**src/rtl/servo_waypoint_sequencer_pkg.sv**
```systemverilog
// Shared types, defaults and the per-axis step helper for the servo waypoint sequencer.
package servo_seq_pkg;

  localparam int         FRAME_CYCLES_DEF = 1000000;
  localparam logic [7:0] STEP_DEF         = 8'd4;
  localparam logic [7:0] HOME_DEF         = 8'd128;
  localparam int         DEPTH_DEF        = 4;

  typedef enum logic [1:0] {
    ST_IDLE  = 2'd0,
    ST_SLEW  = 2'd1,
    ST_DWELL = 2'd2
  } seq_state_t;

  typedef struct packed {
    logic [7:0] pos_p;
    logic [7:0] pos_y;
    logic [7:0] dwell;
  } cmd_t;

  // Move one axis toward its target by at most step, landing exactly on target.
  // The gap is measured before adding/subtracting, so the 8-bit result never wraps.
  function automatic logic [7:0] step_toward(input logic [7:0] pos,
                                             input logic [7:0] target,
                                             input logic [7:0] step);
    logic [7:0] res;
    if (target >= pos)
      res = ((target - pos) <= step) ? target : pos + step;
    else
      res = ((pos - target) <= step) ? target : pos - step;
    return res;
  endfunction

endpackage

```
**src/rtl/servo_waypoint_sequencer_if.sv**
```systemverilog
// Waypoint command handshake between the command source and the sequencer.
interface servo_waypoint_sequencer_if;
  logic       cmd_valid;
  logic       cmd_ready;
  logic [7:0] cmd_pos_p;
  logic [7:0] cmd_pos_y;
  logic [7:0] cmd_dwell;

  modport master (output cmd_valid, output cmd_pos_p, output cmd_pos_y,
                  output cmd_dwell, input cmd_ready);
  modport slave  (input cmd_valid, input cmd_pos_p, input cmd_pos_y,
                  input cmd_dwell, output cmd_ready);
endinterface

```
**src/rtl/servo_waypoint_sequencer_cmd_fifo.sv**
```systemverilog
// Waypoint command queue: DEPTH entries, head entry read straight from the storage flops.
module cmd_fifo
  import servo_seq_pkg::*;
#(
  parameter int DEPTH = DEPTH_DEF
) (
  input  logic                     clk,
  input  logic                     resetn,
  input  logic                     push,
  input  logic                     pop,
  input  logic                     flush,
  input  cmd_t                     wdata,
  output cmd_t                     rdata,
  output logic [$clog2(DEPTH):0]   count,
  output logic                     full,
  output logic                     empty
);
  localparam int AW = $clog2(DEPTH);
  localparam int CW = AW + 1;

  cmd_t          mem [DEPTH];
  logic [AW-1:0] wr_ptr;
  logic [AW-1:0] rd_ptr;
  logic          do_push;
  logic          do_pop;

  // flush wins over both ends; full/empty guard against misuse by the caller
  assign full    = (count == CW'(DEPTH));
  assign empty   = (count == '0);
  assign do_push = push && !full && !flush;
  assign do_pop  = pop && !empty && !flush;
  assign rdata   = mem[rd_ptr];

  // Pointer and occupancy bookkeeping.
  always_ff @(posedge clk or negedge resetn) begin
    if (!resetn) begin
      wr_ptr <= '0;
      rd_ptr <= '0;
      count  <= '0;
    end else if (flush) begin
      wr_ptr <= '0;
      rd_ptr <= '0;
      count  <= '0;
    end else begin
      if (do_push) wr_ptr <= wr_ptr + AW'(1);
      if (do_pop)  rd_ptr <= rd_ptr + AW'(1);
      case ({do_push, do_pop})
        2'b10:   count <= count + CW'(1);
        2'b01:   count <= count - CW'(1);
        default: count <= count;
      endcase
    end
  end

  // Entry storage; contents are don't-care until written.
  always_ff @(posedge clk) begin
    if (do_push) mem[wr_ptr] <= wdata;
  end

endmodule

```
**src/rtl/servo_waypoint_sequencer.sv**
```systemverilog
// Frame-synchronous pan/tilt waypoint sequencer: frame timer, motion FSM, step datapath, load strobe.
//
//   state    | meaning
//   ---------+------------------------------------------------------------
//   ST_IDLE  | holding position, pops the next waypoint on a tick
//   ST_SLEW  | stepping both axes toward target, one step per tick
//   ST_DWELL | at target, counting dwell frames before the next waypoint
module servo_waypoint_sequencer
  import servo_seq_pkg::*;
#(
  parameter int         FRAME_CYCLES = FRAME_CYCLES_DEF,
  parameter logic [7:0] STEP         = STEP_DEF,
  parameter logic [7:0] HOME         = HOME_DEF,
  parameter int         DEPTH        = DEPTH_DEF
) (
  input  logic                    clk,
  input  logic                    resetn,
  servo_waypoint_sequencer_if.slave cmd,
  input  logic                    flush,
  output logic [7:0]              pos_p,
  output logic [7:0]              pos_y,
  output logic                    load,
  output logic                    busy,
  output logic [$clog2(DEPTH):0]  q_count
);
  localparam int FW = (FRAME_CYCLES > 1) ? $clog2(FRAME_CYCLES) : 1;

  seq_state_t    state;
  cmd_t          target;
  cmd_t          head;
  cmd_t          cmd_in;
  logic [7:0]    dwell_cnt;
  logic [FW-1:0] frame_cnt;
  logic          tick;
  logic          push;
  logic          pop;
  logic          fifo_full;
  logic          fifo_empty;
  logic [7:0]    next_p;
  logic [7:0]    next_y;

  assign tick          = (frame_cnt == FW'(FRAME_CYCLES - 1));
  assign cmd.cmd_ready = !fifo_full;
  assign push          = cmd.cmd_valid && !fifo_full;
  assign cmd_in        = {cmd.cmd_pos_p, cmd.cmd_pos_y, cmd.cmd_dwell};
  assign next_p        = step_toward(pos_p, target.pos_p, STEP);
  assign next_y        = step_toward(pos_y, target.pos_y, STEP);

  // The FSM consumes the head exactly when this is high, so queue and FSM never disagree.
  assign pop = tick && !flush && !fifo_empty &&
               ((state == ST_IDLE) || ((state == ST_DWELL) && (dwell_cnt == 8'd0)));

  cmd_fifo #(.DEPTH(DEPTH)) u_fifo (
    .clk    (clk),
    .resetn (resetn),
    .push   (push),
    .pop    (pop),
    .flush  (flush),
    .wdata  (cmd_in),
    .rdata  (head),
    .count  (q_count),
    .full   (fifo_full),
    .empty  (fifo_empty)
  );

  // Free-running frame timer; flush deliberately leaves it alone.
  always_ff @(posedge clk or negedge resetn) begin
    if (!resetn)   frame_cnt <= '0;
    else if (tick) frame_cnt <= '0;
    else           frame_cnt <= frame_cnt + FW'(1);
  end

  // PWM latch strobe: the cycle after every tick, when the new positions are already stable.
  always_ff @(posedge clk or negedge resetn) begin
    if (!resetn) load <= 1'b0;
    else         load <= tick;
  end

  // Motion FSM with registered positions and busy; busy is written alongside every state change.
  always_ff @(posedge clk or negedge resetn) begin
    if (!resetn) begin
      state     <= ST_IDLE;
      busy      <= 1'b0;
      pos_p     <= HOME;
      pos_y     <= HOME;
      target    <= '0;
      dwell_cnt <= 8'd0;
    end else if (flush) begin
      state <= ST_IDLE;
      busy  <= 1'b0;
    end else if (tick) begin
      case (state)
        ST_IDLE: begin
          if (pop) begin
            target <= head;
            state  <= ST_SLEW;
            busy   <= 1'b1;
          end
        end
        ST_SLEW: begin
          pos_p <= next_p;
          pos_y <= next_y;
          if ((next_p == target.pos_p) && (next_y == target.pos_y)) begin
            dwell_cnt <= target.dwell;
            state     <= ST_DWELL;
          end
        end
        ST_DWELL: begin
          if (dwell_cnt != 8'd0) begin
            dwell_cnt <= dwell_cnt - 8'd1;
          end else if (pop) begin
            target <= head;
            state  <= ST_SLEW;
          end else begin
            state <= ST_IDLE;
            busy  <= 1'b0;
          end
        end
        default: begin
          state <= ST_IDLE;
          busy  <= 1'b0;
        end
      endcase
    end
  end

endmodule

```
**src/flat_wrapper.sv**
```systemverilog
// flat-port wrapper written by rule: the top's interface ports become plain ports
module servo_waypoint_sequencer_flat import servo_seq_pkg::*;
#(
  parameter int         FRAME_CYCLES = FRAME_CYCLES_DEF,
  parameter logic [7:0] STEP         = STEP_DEF,
  parameter logic [7:0] HOME         = HOME_DEF,
  parameter int         DEPTH        = DEPTH_DEF
)
  (clk, resetn, flush, pos_p, pos_y, load, busy, q_count, cmd_cmd_valid, cmd_cmd_pos_p, cmd_cmd_pos_y, cmd_cmd_dwell, cmd_cmd_ready);
  servo_waypoint_sequencer_if cmd_i ();
  input  logic clk;
  input  logic resetn;
  input  logic flush;
  output logic [7:0] pos_p;
  output logic [7:0] pos_y;
  output logic load;
  output logic busy;
  output logic [$clog2(DEPTH):0] q_count;
  input wire logic [$bits(cmd_i.cmd_valid)-1:0] cmd_cmd_valid;
  input wire logic [$bits(cmd_i.cmd_pos_p)-1:0] cmd_cmd_pos_p;
  input wire logic [$bits(cmd_i.cmd_pos_y)-1:0] cmd_cmd_pos_y;
  input wire logic [$bits(cmd_i.cmd_dwell)-1:0] cmd_cmd_dwell;
  output wire logic [$bits(cmd_i.cmd_ready)-1:0] cmd_cmd_ready;
  assign cmd_i.cmd_valid = cmd_cmd_valid;
  assign cmd_i.cmd_pos_p = cmd_cmd_pos_p;
  assign cmd_i.cmd_pos_y = cmd_cmd_pos_y;
  assign cmd_i.cmd_dwell = cmd_cmd_dwell;
  assign cmd_cmd_ready = cmd_i.cmd_ready;
  servo_waypoint_sequencer #(.FRAME_CYCLES(FRAME_CYCLES), .STEP(STEP), .HOME(HOME), .DEPTH(DEPTH)) u_core (.clk(clk), .resetn(resetn), .cmd(cmd_i), .flush(flush), .pos_p(pos_p), .pos_y(pos_y), .load(load), .busy(busy), .q_count(q_count));
endmodule
```
**config.mk**
```make
export PLATFORM = sky130hd
export DESIGN_NAME = servo_waypoint_sequencer_flat
export DESIGN_NICKNAME = d
export VERILOG_FILES = /design/src/rtl/servo_waypoint_sequencer_pkg.sv /design/src/rtl/servo_waypoint_sequencer_if.sv /design/src/rtl/servo_waypoint_sequencer_cmd_fifo.sv /design/src/rtl/servo_waypoint_sequencer.sv /design/src/flat_wrapper.sv
export SDC_FILE = /design/constraint.sdc
export NUM_CORES = 1
export LEC_CHECK = 0
export BUFFER_PORTS_ARGS = -buffer_cell sky130_fd_sc_hd__buf_4
export CAP_MARGIN = 20
export CORE_MARGIN = 2
export CORE_UTILIZATION = 56
export CTS_CLUSTER_SIZE = 20
export DETAILED_ROUTE_END_ITERATION = 7
export GPL_TIMING_DRIVEN = 0
export PLACE_DENSITY_LB_ADDON = 0.05
export SYNTH_ARGS = -nofsm -noshare
export SYNTH_HDL_FRONTEND = slang
export SYNTH_HIERARCHICAL = 1
export SYNTH_SLANG_ARGS = --single-unit
```
**constraint.sdc**
```tcl
create_clock -name clk -period 4.1 [get_ports clk]
set_input_delay 0 -clock clk [delete_from_list [all_inputs] [get_ports clk]]
set_output_delay 0 -clock clk [all_outputs]
set_load 0.01 [all_outputs]
```
==> results by group, run 1 <==
Power and ir drop
  • Pwr/cell area: 338 mW/mm2
  • Max VDD drop: 0.296 mV
  • Static leakage: 0.00449 uW

Die
  • Num ports: 50
  • Die ar.: 0.0184 mm2
  • # rows: 48
  • Starting Density: 56.8%
  • Die span in y: 136 um
  • Area of the core: 0.0171 mm2
  • DIE WIDTH: 136 um

Cells and area
  • FF+latch area: 0.00488 mm2
  • Diode count: 0
  • Fin cells: 1,182
  • Fillers: 1,285
  • Fin area: 0.0116 mm2
  • Fin nets: 1,018
  • Most common cell after layout, fill and taps aside: edfxtp_1
  • Most frequent cells in the layout: 96 x edfxtp_1, 70 x buf_4, 66 x dfrtp_1
  • Fin util: 67.6%
  • Share of cells above drive strength 1: 23.4%
  • Multi-input logic area: 0.00452 mm2
  • Area Growth Syn to Fin: 19.1%

STA
  • Final hold violations: 0
  • Fin crit period: 4.08 ns
  • Pins Over Slew Limit: 0
  • Fmax: 0.245 GHz
  • Final period util: 99.4%
  • Final Setup Violations: 0
  • Slew HR: 48.8%
  • Worst-margin pin slew: 0.768 ns
  • Setup TNS: 0 ns
  • Worst Skew: 0.0141 ns
  • Final WS setup: 0.0236 ns

Synthesis
  • Mapped Avg Cell Area: 11.7 um2
  • Synth Flop Type: edfxtp_1
  • Net Count, Synth: 906
  • YS warnings: 6
  • Post-synthesis async set-or-reset flop share: 45.1%
  • Gate count after technology mapping: 832
  • Yosys cell types: 80
  • EDFF count, synth: 96
  • #FFs+latches synth: 175
  • Mapped Area: 0.00972 mm2
  • Seq/Total Area, Yosys: 50.0%

Place
  • Pre-CTS setup slack: -0.552 ns
  • Placed cells: 1,109
  • Placed Area: 0.0105 mm2
  • IO buf count: 48
  • Gp weighted congestion: 0.882
  • HPWL after DPL: 15,000 um

Clock tree
  • Clk sinks: 175
  • Clock Latency Late Sink: 0.43 ns
  • H-Tree Depth: 4
  • Number of CTS-inserted buffers: 17
  • Clock transition at path regs: 0.07 ns
  • CTS max path bufs: 2
  • Root Buffer: clkbuf_16
  • TritonCTS clock tree: done

Hold path
  • Hold path startpoint: flush
  • Worst Hold End: u_core/u_fifo/rd_ptr[1]
  • Worst Hold Class: in2reg
  • Hold path cells: 2

Detailed routing
  • DRC: 0
  • Via count: 6,992
  • Wire length per cell: 18.0 um
  • Total wire length: 21,300 um
  • TritonRoute pass-1 iters: 5
  • 1st-iter DRT viols: 443
  • Final antenna-violating net count: 0
  • Mean number of vias per cell: 5.92

Job
  • Max Cap Viol: 0

Setup path
  • Critical Path Start Type: register
  • Reg2Reg Capture Point: u_core/state[1]
  • Worst EP required: 4.46 ns
  • Worst stage delay on the critical path: 0.59 ns
  • WP buf/inv: 3
  • Reg2Reg Depth: 12
  • R2r startpoint: u_core/pos_p[7]
  • Cell family with most CP delay: compound AO/OA/AOI/OAI gates
  • R2R setup slack: 0.02 ns
  • Critical path, cell by cell: inv_1 > ha_2 > inv_1 > a221o_1 > or4_4 > o31ai_4 > buf_4 > a21oi_1 > mux2_2 > or4_4 > a2111oi_0 > a211o_1
  • Critical Path Fanout Max: 5
  • Worst path arrival time: 4.44 ns
  • Crit. End Element: register
  • Worst path slowest cell: dfstp_2
  • CP Class: reg2reg

Global routing
  • Vias in the first global route: 7,035
  • First-pass GRT wire length: 35,000 um
  • Gr usage total: 24.2%
  • Largest net degree at the start of global routing: 80
  • Antenna violations before repair: 0
  • Remaining global-route overflow: 0

Outcome
  • Status: finished, final reports clean
metal layers:
layer  GRT usage (%)  vias to the layer above  wire length (um)
met5               0                        -                 0
met3            4.12                       25               731
li1                -                     3339                 -
met2            42.5                      159             10800
met4            6.66                        0               248
met1            31.0                     3469              9490
worst max path at each step:
stage | start | to | slack [ns] | cells after the start
global route | u_core/pos_p[3] | u_core/state[1] | -0.004 | 15
finish | u_core/pos_p[7] | u_core/state[1] | 0.02 | 12
detailed placement | u_core/pos_y[5] | u_core/dwell_cnt[0] | -0.55 | 14
global placement | u_core/pos_y[5] | u_core/dwell_cnt[0] | -0.57 | 14
floorplan | u_core/pos_p[5] | u_core/dwell_cnt[0] | 0.06 | 13
CTS | u_core/pos_p[4] | u_core/state[1] | 0.004 | 15
state kept, by name, summed over array words and instances, names as in the netlist, 3 cells and up:
register / cells
u_core/u_fifo/count: 3
u_core/pos_y: 8
u_core/pos_p: 8
u_core/dwell_cnt: 8
u_core/frame_cnt: 20
u_core/target: 24
u_core/u_fifo/mem: 96
stage by stage:
step	total power [uW]	hold WS, ns
floorplan	2200	-0.296
global placement	2300	0.198
detailed placement	2340	0.202
CTS	3940	0.0120
global route	4080	0.0417
finish	3910	0.0273
power by group:
| group | switching (uW) | internal, uW | leakage, uW |
|---|---|---|---|
| clock | 750 | 821 | 0.000288 |
| combinational | 227 | 168 | 0.00233 |
| sequential | 31.0 | 1910 | 0.00188 |
area by class of cell:
cell class              instances  share of cell area, %
repair buffers                 96                   7.65
inverters                      52                   1.71
plain buffers                  34                   1.88
flip-flops and latches        175                   42.1
clock inverters                15                   1.45
well taps                     225                   2.43
clock buffers                  17                   3.68
multi-input cells             568                   39.1
kinds of logic (layout without fill, tap and decap cells):
group / Yosys count / after routing / synth area share, %
simple gates: 227 / 227 / 12.4
compound gates: 180 / 180 / 12.8
flops: 175 / 175 / 50.0
buf+inv: 89 / 214 / 4.26
xor+xnor: 58 / 58 / 5.23
mux: 57 / 57 / 9.30
fa+ha+maj: 46 / 46 / 6.00
cells in the mapped netlist (7+ instances only):
library cell  instances  area, um2
nand3b_1              7       52.6
and2_1                8       50.1
nand2_1              54        203
a31oi_1              11       68.8
a21oi_1              40        200
or3_1                 9       56.3
nand3_1              34        170
buf_6                 7       78.8
nor2_1               43        161
nor2b_1              11       68.8
o21ai_0              37        185
mux2_2               26        293
buf_2                 7       35.0
dfrtp_1              77       1930
ha_1                 45        563
nor3_1               15       75.1
o22a_1                7       61.3
mux2i_1               7       70.1
mux4_2               24        541
a221oi_1              9       78.8
edfxtp_1             96       2880
a21o_1                7       52.6
clkbuf_1             17       63.8
xor2_1               26        228
xnor2_1              32        280
inv_1                52        195
o22ai_1              10       62.6
repair_timing:
action,in CTS,in global routing
gates resized for setup,13,30
pin swaps,3,5
hold buffers,25,1
setup endpoints to repair,10,12
buffers inserted,6,11
hold endpoints to repair,173,7
No activity file was read; power rests on OpenSTA's default activity.
==> inputs of run 2 (changes only) <==
Settings changed: CORE_MARGIN 2 to not set, SKIP_CTS_REPAIR_TIMING set to 1.
==> run 2 against run 1 <==
Net effect:
- count of clock-buffer cells in the layout grew 1
- power grew 0.98%
- global-route usage is 1.2 points higher
- final area grew 2.5%
- worst setup slack improved by 0.015 ns
==> results by group, run 2 (synthesis gave the netlist of run 1 again) <==
Outcome
  • Status: finished, final reports clean

Global routing
  • Remaining global-route overflow: 0
  • Antenna violations before repair: 0
  • Gr usage total: 25.3%
  • Vias in the first global route: 6,919
  • Largest net degree at the start of global routing: 80
  • First-pass GRT wire length: 34,900 um

Power and ir drop
  • Static leakage: 0.00464 uW
  • Pwr/cell area: 333 mW/mm2
  • Clk pwr share: 40.7%
  • Switch Pwr: 991 uW
  • Internal Pwr Total: 2960 uW
  • Max VDD drop: 0.323 mV
  • Logic pwr share: 10.0%
  • Seq pwr share: 49.3%
  • Switching part of the total: 25.1%

Cells and area
  • Fin cells: 1,200
  • Multi-input logic area: 0.00461 mm2
  • Top Registers: u_core/u_fifo/mem: 96 flops, u_core/target: 24 flops, u_core/frame_cnt: 20 flops
  • Share of cells above drive strength 1: 25.9%
  • Reg with most FFs: u_core/u_fifo/mem
  • Fillers: 1,186
  • FF+latch area: 0.00487 mm2
  • Most common cell after layout, fill and taps aside: edfxtp_1
  • Diode count: 0
  • Largest register FFs: 96
  • Fin util: 70.8%
  • Most frequent cells in the layout: 96 x edfxtp_1, 91 x buf_4, 69 x dfrtp_1
  • Fin nets: 1,041
  • Area Growth Syn to Fin: 22.1%

STA
  • Worst-margin pin slew: 0.701 ns
  • Final hold slack: 0.000752 ns
  • Fmax: 0.246 GHz
  • Final hold violations: 0
  • Final Setup Violations: 0
  • Fin crit period: 4.06 ns
  • Setup TNS: 0 ns
  • Final period util: 99.1%
  • Slew HR: 53.3%
  • Pins Over Slew Limit: 0
  • Worst Skew: 0.0147 ns

Place
  • HPWL after DPL: 15,200 um
  • Gp weighted congestion: 0.914
  • Placed cells: 1,104
  • IO buf count: 48

Detailed routing
  • Total wire length: 22,400 um
  • TritonRoute pass-1 iters: 5
  • DRC: 0
  • Final antenna-violating net count: 0
  • Via count: 7,207
  • Mean number of vias per cell: 6.01
  • Wire length per cell: 18.7 um
  • 1st-iter DRT viols: 471

Die
  • Die span in y: 134 um
  • # rows: 47
  • Num ports: 50
  • Area of the core: 0.0168 mm2
  • Starting Density: 58.0%
  • Die ar.: 0.0179 mm2
  • DIE WIDTH: 134 um

Setup path
  • Critical Path Fanout Max: 8
  • Worst EP required: 4.44 ns
  • Worst path arrival time: 4.40 ns
  • Worst path slowest cell: or4_1
  • Crit. End Element: register
  • Critical path, cell by cell: inv_1 > ha_2 > and2b_4 > o211a_1 > a2111oi_0 > o2bb2a_1 > a21o_1 > buf_6 > nor4_1 > or4_1 > or4_4 > a211o_4 > o31ai_4
  • CP Class: reg2reg
  • Worst stage delay on the critical path: 0.51 ns
  • Critical Path Start Type: register

Clock tree
  • TritonCTS clock tree: done
  • Root Buffer: clkbuf_16
  • Clock transition at path regs: 0.07 ns
  • Clk sinks: 175
  • Number of CTS-inserted buffers: 17
  • Clock Latency Late Sink: 0.44 ns
  • H-Tree Depth: 4
  • CTS max path bufs: 2

Job
  • Max Cap Viol: 0

Hold path
  • Worst Hold Class: in2reg
[run 2: power groups by stage]
| stage | logic (uW) | clock network [uW] | registers [uW] |
|---|---|---|---|
| floorplan | 222 | 0 | 1980 |
| global placement | 326 | 0 | 1980 |
| detailed placement | 358 | 0 | 1980 |
| CTS | 364 | 1630 | 1950 |
| global route | 431 | 1710 | 1950 |
| finish | 397 | 1610 | 1950 |
[run 2: critical path: cells and delay by family, from the launching register on]
| family | cells | cell delay (ns) |
|---|---|---|
| adder cells (fa/ha/maj) | 1 | 0.33 |
| AND/OR/NAND/NOR | 4 | 1.27 |
| AO/OA/AOI/OAI | 6 | 1.77 |
| buffers and inverters | 2 | 0.20 |
| flip-flops | 1 | 0.42 |
[run 2: metrics by stage]
stage                     total power (uW)  cell area [um2]  setup WS, ns
after detailed placement              2340            10500        -0.644
final                                 3950            11900        0.0385
after global placement                2300            10400        -0.542
after floorplan                       2200             9720        0.0561
after global routing                  4090            11900       -0.0841
after CTS                             3940            11000        -0.674
[run 2: routing by layer]
| metal | wire length [um] | GRT usage, % | part of all wire [%] | vias to the layer above |
|---|---|---|---|---|
| li1 | - | - | - | 3368 |
| met2 | 11900 | 44.2 | 53 | 183 |
| met1 | 9510 | 32.5 | 42 | 3619 |
| met4 | 314 | 7.39 | 1.4 | 0 |
| met3 | 765 | 4.15 | 3.4 | 37 |
| met5 | 0 | 0 | 0 | - |
[run 2: path summary, 6_finish.rpt]
kind | end | slack, ns | cells after the start | startpoint
setup reg to reg | u_core/dwell_cnt[0] | 0.04 | 13 | u_core/pos_y[1]
setup / recovery | u_core/dwell_cnt[0] | 0.04 | 13 | u_core/pos_y[1]
min in group asynchronous | u_core/pos_y[7] | 0.07 | 2 | resetn
max in group asynchronous | u_core/pos_p[5] | 3.23 | 3 | resetn
hold reg to reg | u_core/frame_cnt[4] | 0.49 | 1 | u_core/frame_cnt[4]
hold / removal | u_core/u_fifo/rd_ptr[0] | 0.0008 | 2 | flush
[run 2: layout make-up]
class	count	area share, %
clock inverter	14	1.23
sequential	175	41.1
inverter	52	1.69
timing repair buffer	117	8.97
multi-input combinational	568	38.9
clock buffer	18	3.70
buffer	36	2.15
tap	220	2.32
==> inputs of run 3 (changes only) <==
Settings changed: CELL_PAD_IN_SITES_DETAIL_PLACEMENT set to 1, CELL_PAD_IN_SITES_GLOBAL_PLACEMENT set to 1, CORE_UTILIZATION 56 to 45.
==> run 3 against run 2 <==
Net effect:
- the flow now finishes with violations (hold timing, setup timing)
- highest routed layer unchanged
- clock skew is 0.0059 ns lower
- combinational power hardly changed
- register-to-register slack worse by 0.05 ns
- via count hardly changed
- worst hold slack worse by 0.020 ns
- clock power hardly changed
- critical path depth stayed put
- flip-flop and latch count stayed put
- worst setup slack worse by 0.049 ns
==> results by group, run 3 (synthesis gave the netlist of run 1 again) <==
Clock tree
  • CTS max path bufs: 2
  • Clk sinks: 175
  • TritonCTS clock tree: done
  • Clock Latency Late Sink: 0.43 ns
  • Number of CTS-inserted buffers: 17
  • Clock transition at path regs: 0.07 ns
  • Root Buffer: clkbuf_16
  • H-Tree Depth: 4

Cells and area
  • Largest register FFs: 96
  • Top Registers: u_core/u_fifo/mem: 96 flops, u_core/target: 24 flops, u_core/frame_cnt: 20 flops
  • Most frequent cells in the layout: 106 x buf_4, 96 x edfxtp_1, 67 x dfrtp_1
  • Area Growth Syn to Fin: 24.2%
  • Fin nets: 1,052
  • Fin cells: 1,267
  • Most common cell after layout, fill and taps aside: buf_4
  • Share of cells above drive strength 1: 28.2%
  • Reg with most FFs: u_core/u_fifo/mem

Place
  • Placed cells: 1,159
  • HPWL after DPL: 17,300 um
  • IO buf count: 48
  • Gp weighted congestion: 0.893

Die
  • Starting Density: 46.1%
  • Num ports: 50
  • Die ar.: 0.0222 mm2
  • Area of the core: 0.0211 mm2
  • Die span in y: 149 um
  • DIE WIDTH: 149 um
  • # rows: 53

Global routing
  • First-pass GRT wire length: 39,400 um
  • Vias in the first global route: 7,465
  • Antenna violations before repair: 1
  • Remaining global-route overflow: 0
  • Gr usage total: 22.9%
  • Largest net degree at the start of global routing: 80

Job
  • Max Cap Viol: 0

STA
  • Final hold violations: 5
  • Unrepaired setup endpoints after global routing: yes
  • Pins Over Slew Limit: 0
  • Final hold slack: -0.0193 ns
  • Fmax: 0.243 GHz
  • Final period util: 100%
  • Worst Skew: 0.00881 ns
  • Fin crit period: 4.11 ns
  • Final WS setup: -0.0108 ns
  • Final Setup Violations: 1
  • Worst-margin pin slew: 0.905 ns
  • Slew HR: 39.7%
  • Setup TNS: -0.0108 ns

Detailed routing
  • Final antenna-violating net count: 0
  • TritonRoute pass-1 iters: 5
  • Mean number of vias per cell: 5.69
  • Total wire length: 24,800 um
  • Via count: 7,211
  • 1st-iter DRT viols: 361
  • DRC: 0
  • Wire length per cell: 19.6 um

Outcome
  • Status: finished, violations left
  • Failing checks: hold timing, setup timing

Setup path
  • Worst path arrival time: 4.42 ns
  • Worst EP required: 4.41 ns
  • R2r startpoint: u_core/pos_p[7]
  • Crit path from: u_core/pos_p[7]
  • CP Class: reg2reg
  • Crit. End Element: register
  • Critical Path Start Type: register
  • Critical Path Fanout Max: 8

Hold path
  • Hold path startpoint: flush
  • Worst Hold Class: in2reg

Power and ir drop
  • Pwr/cell area: 327 mW/mm2
  • Max VDD drop: 0.250 mV
  • Static leakage: 0.00467 uW
[run 3: changes by cell type in the layout (fill, tap and decap cells not counted), moves of 3 or more]
cell	before	now
clkinv_8	0	4
inv_1	46	43
buf_4	91	106
ha_1	39	34
ha_4	5	8
[run 3: path summary, 6_finish.rpt]
kind                                            to  slack, ns  depth (start not counted)
setup / recovery               u_core/dwell_cnt[7]      -0.01                         13
hold / removal             u_core/u_fifo/wr_ptr[1]      -0.02                          2
setup reg to reg               u_core/dwell_cnt[7]      -0.01                         13
hold reg to reg                u_core/frame_cnt[4]       0.48                          1
max in group asynchronous         u_core/target[7]       3.42                          3
min in group asynchronous          u_core/pos_y[6]       0.07                          2
[run 3: stage by stage]
stage	hold slack [ns]	setup WS (ns)	utilization [%]	power (uW)	area, um2
after floorplan	-0.296	0.0561	-	2200	9720
after global placement	0.198	-0.639	49.4	2310	10400
after detailed placement	0.203	-0.814	49.9	2350	10500
after CTS	-0.266	-0.859	52.8	3970	11100
after global routing	0.000791	-0.120	57.2	4100	12100
final	-0.0193	-0.0108	57.2	3950	12100
[run 3: per-layer routing]
layer / global-route usage (%) / vias up / wire length, um
met4: 6.43 / 0 / 407
met5: 0 / - / 0
met3: 3.70 / 27 / 759
met2: 39.4 / 137 / 12600
met1: 29.7 / 3648 / 11100
li1: - / 3399 / -
[run 3: worst max-delay path, stage by stage (launching register included)]
cell	delay (ns)
dfstp_2	0.58
inv_2	0.07
ha_4	0.29
inv_4	0.03
a221o_1	0.33
or4_4	0.54
o31ai_4	0.43
buf_4	0.18
buf_4	0.09
o22a_1	0.15
o22ai_2	0.06
or4_4	0.60
a211o_4	0.41
o22a_1	0.22
[run 3: where the power goes]
group	total (uW)	switching [uW]	internal, uW
clock network	1610	786	822
logic	400	233	166
registers	1940	31.3	1910
[run 3: area by class of cell]
cell class                 count  area (um2)
inverter                      52         203
clock buffer                  17         425
antenna                        1        2.50
timing repair buffer         130        1140
clock inverter                15         169
fill                        2166        9020
sequential                   175        4870
buffer                        34         234
tap                          275         344
multi-input combinational    568        4680
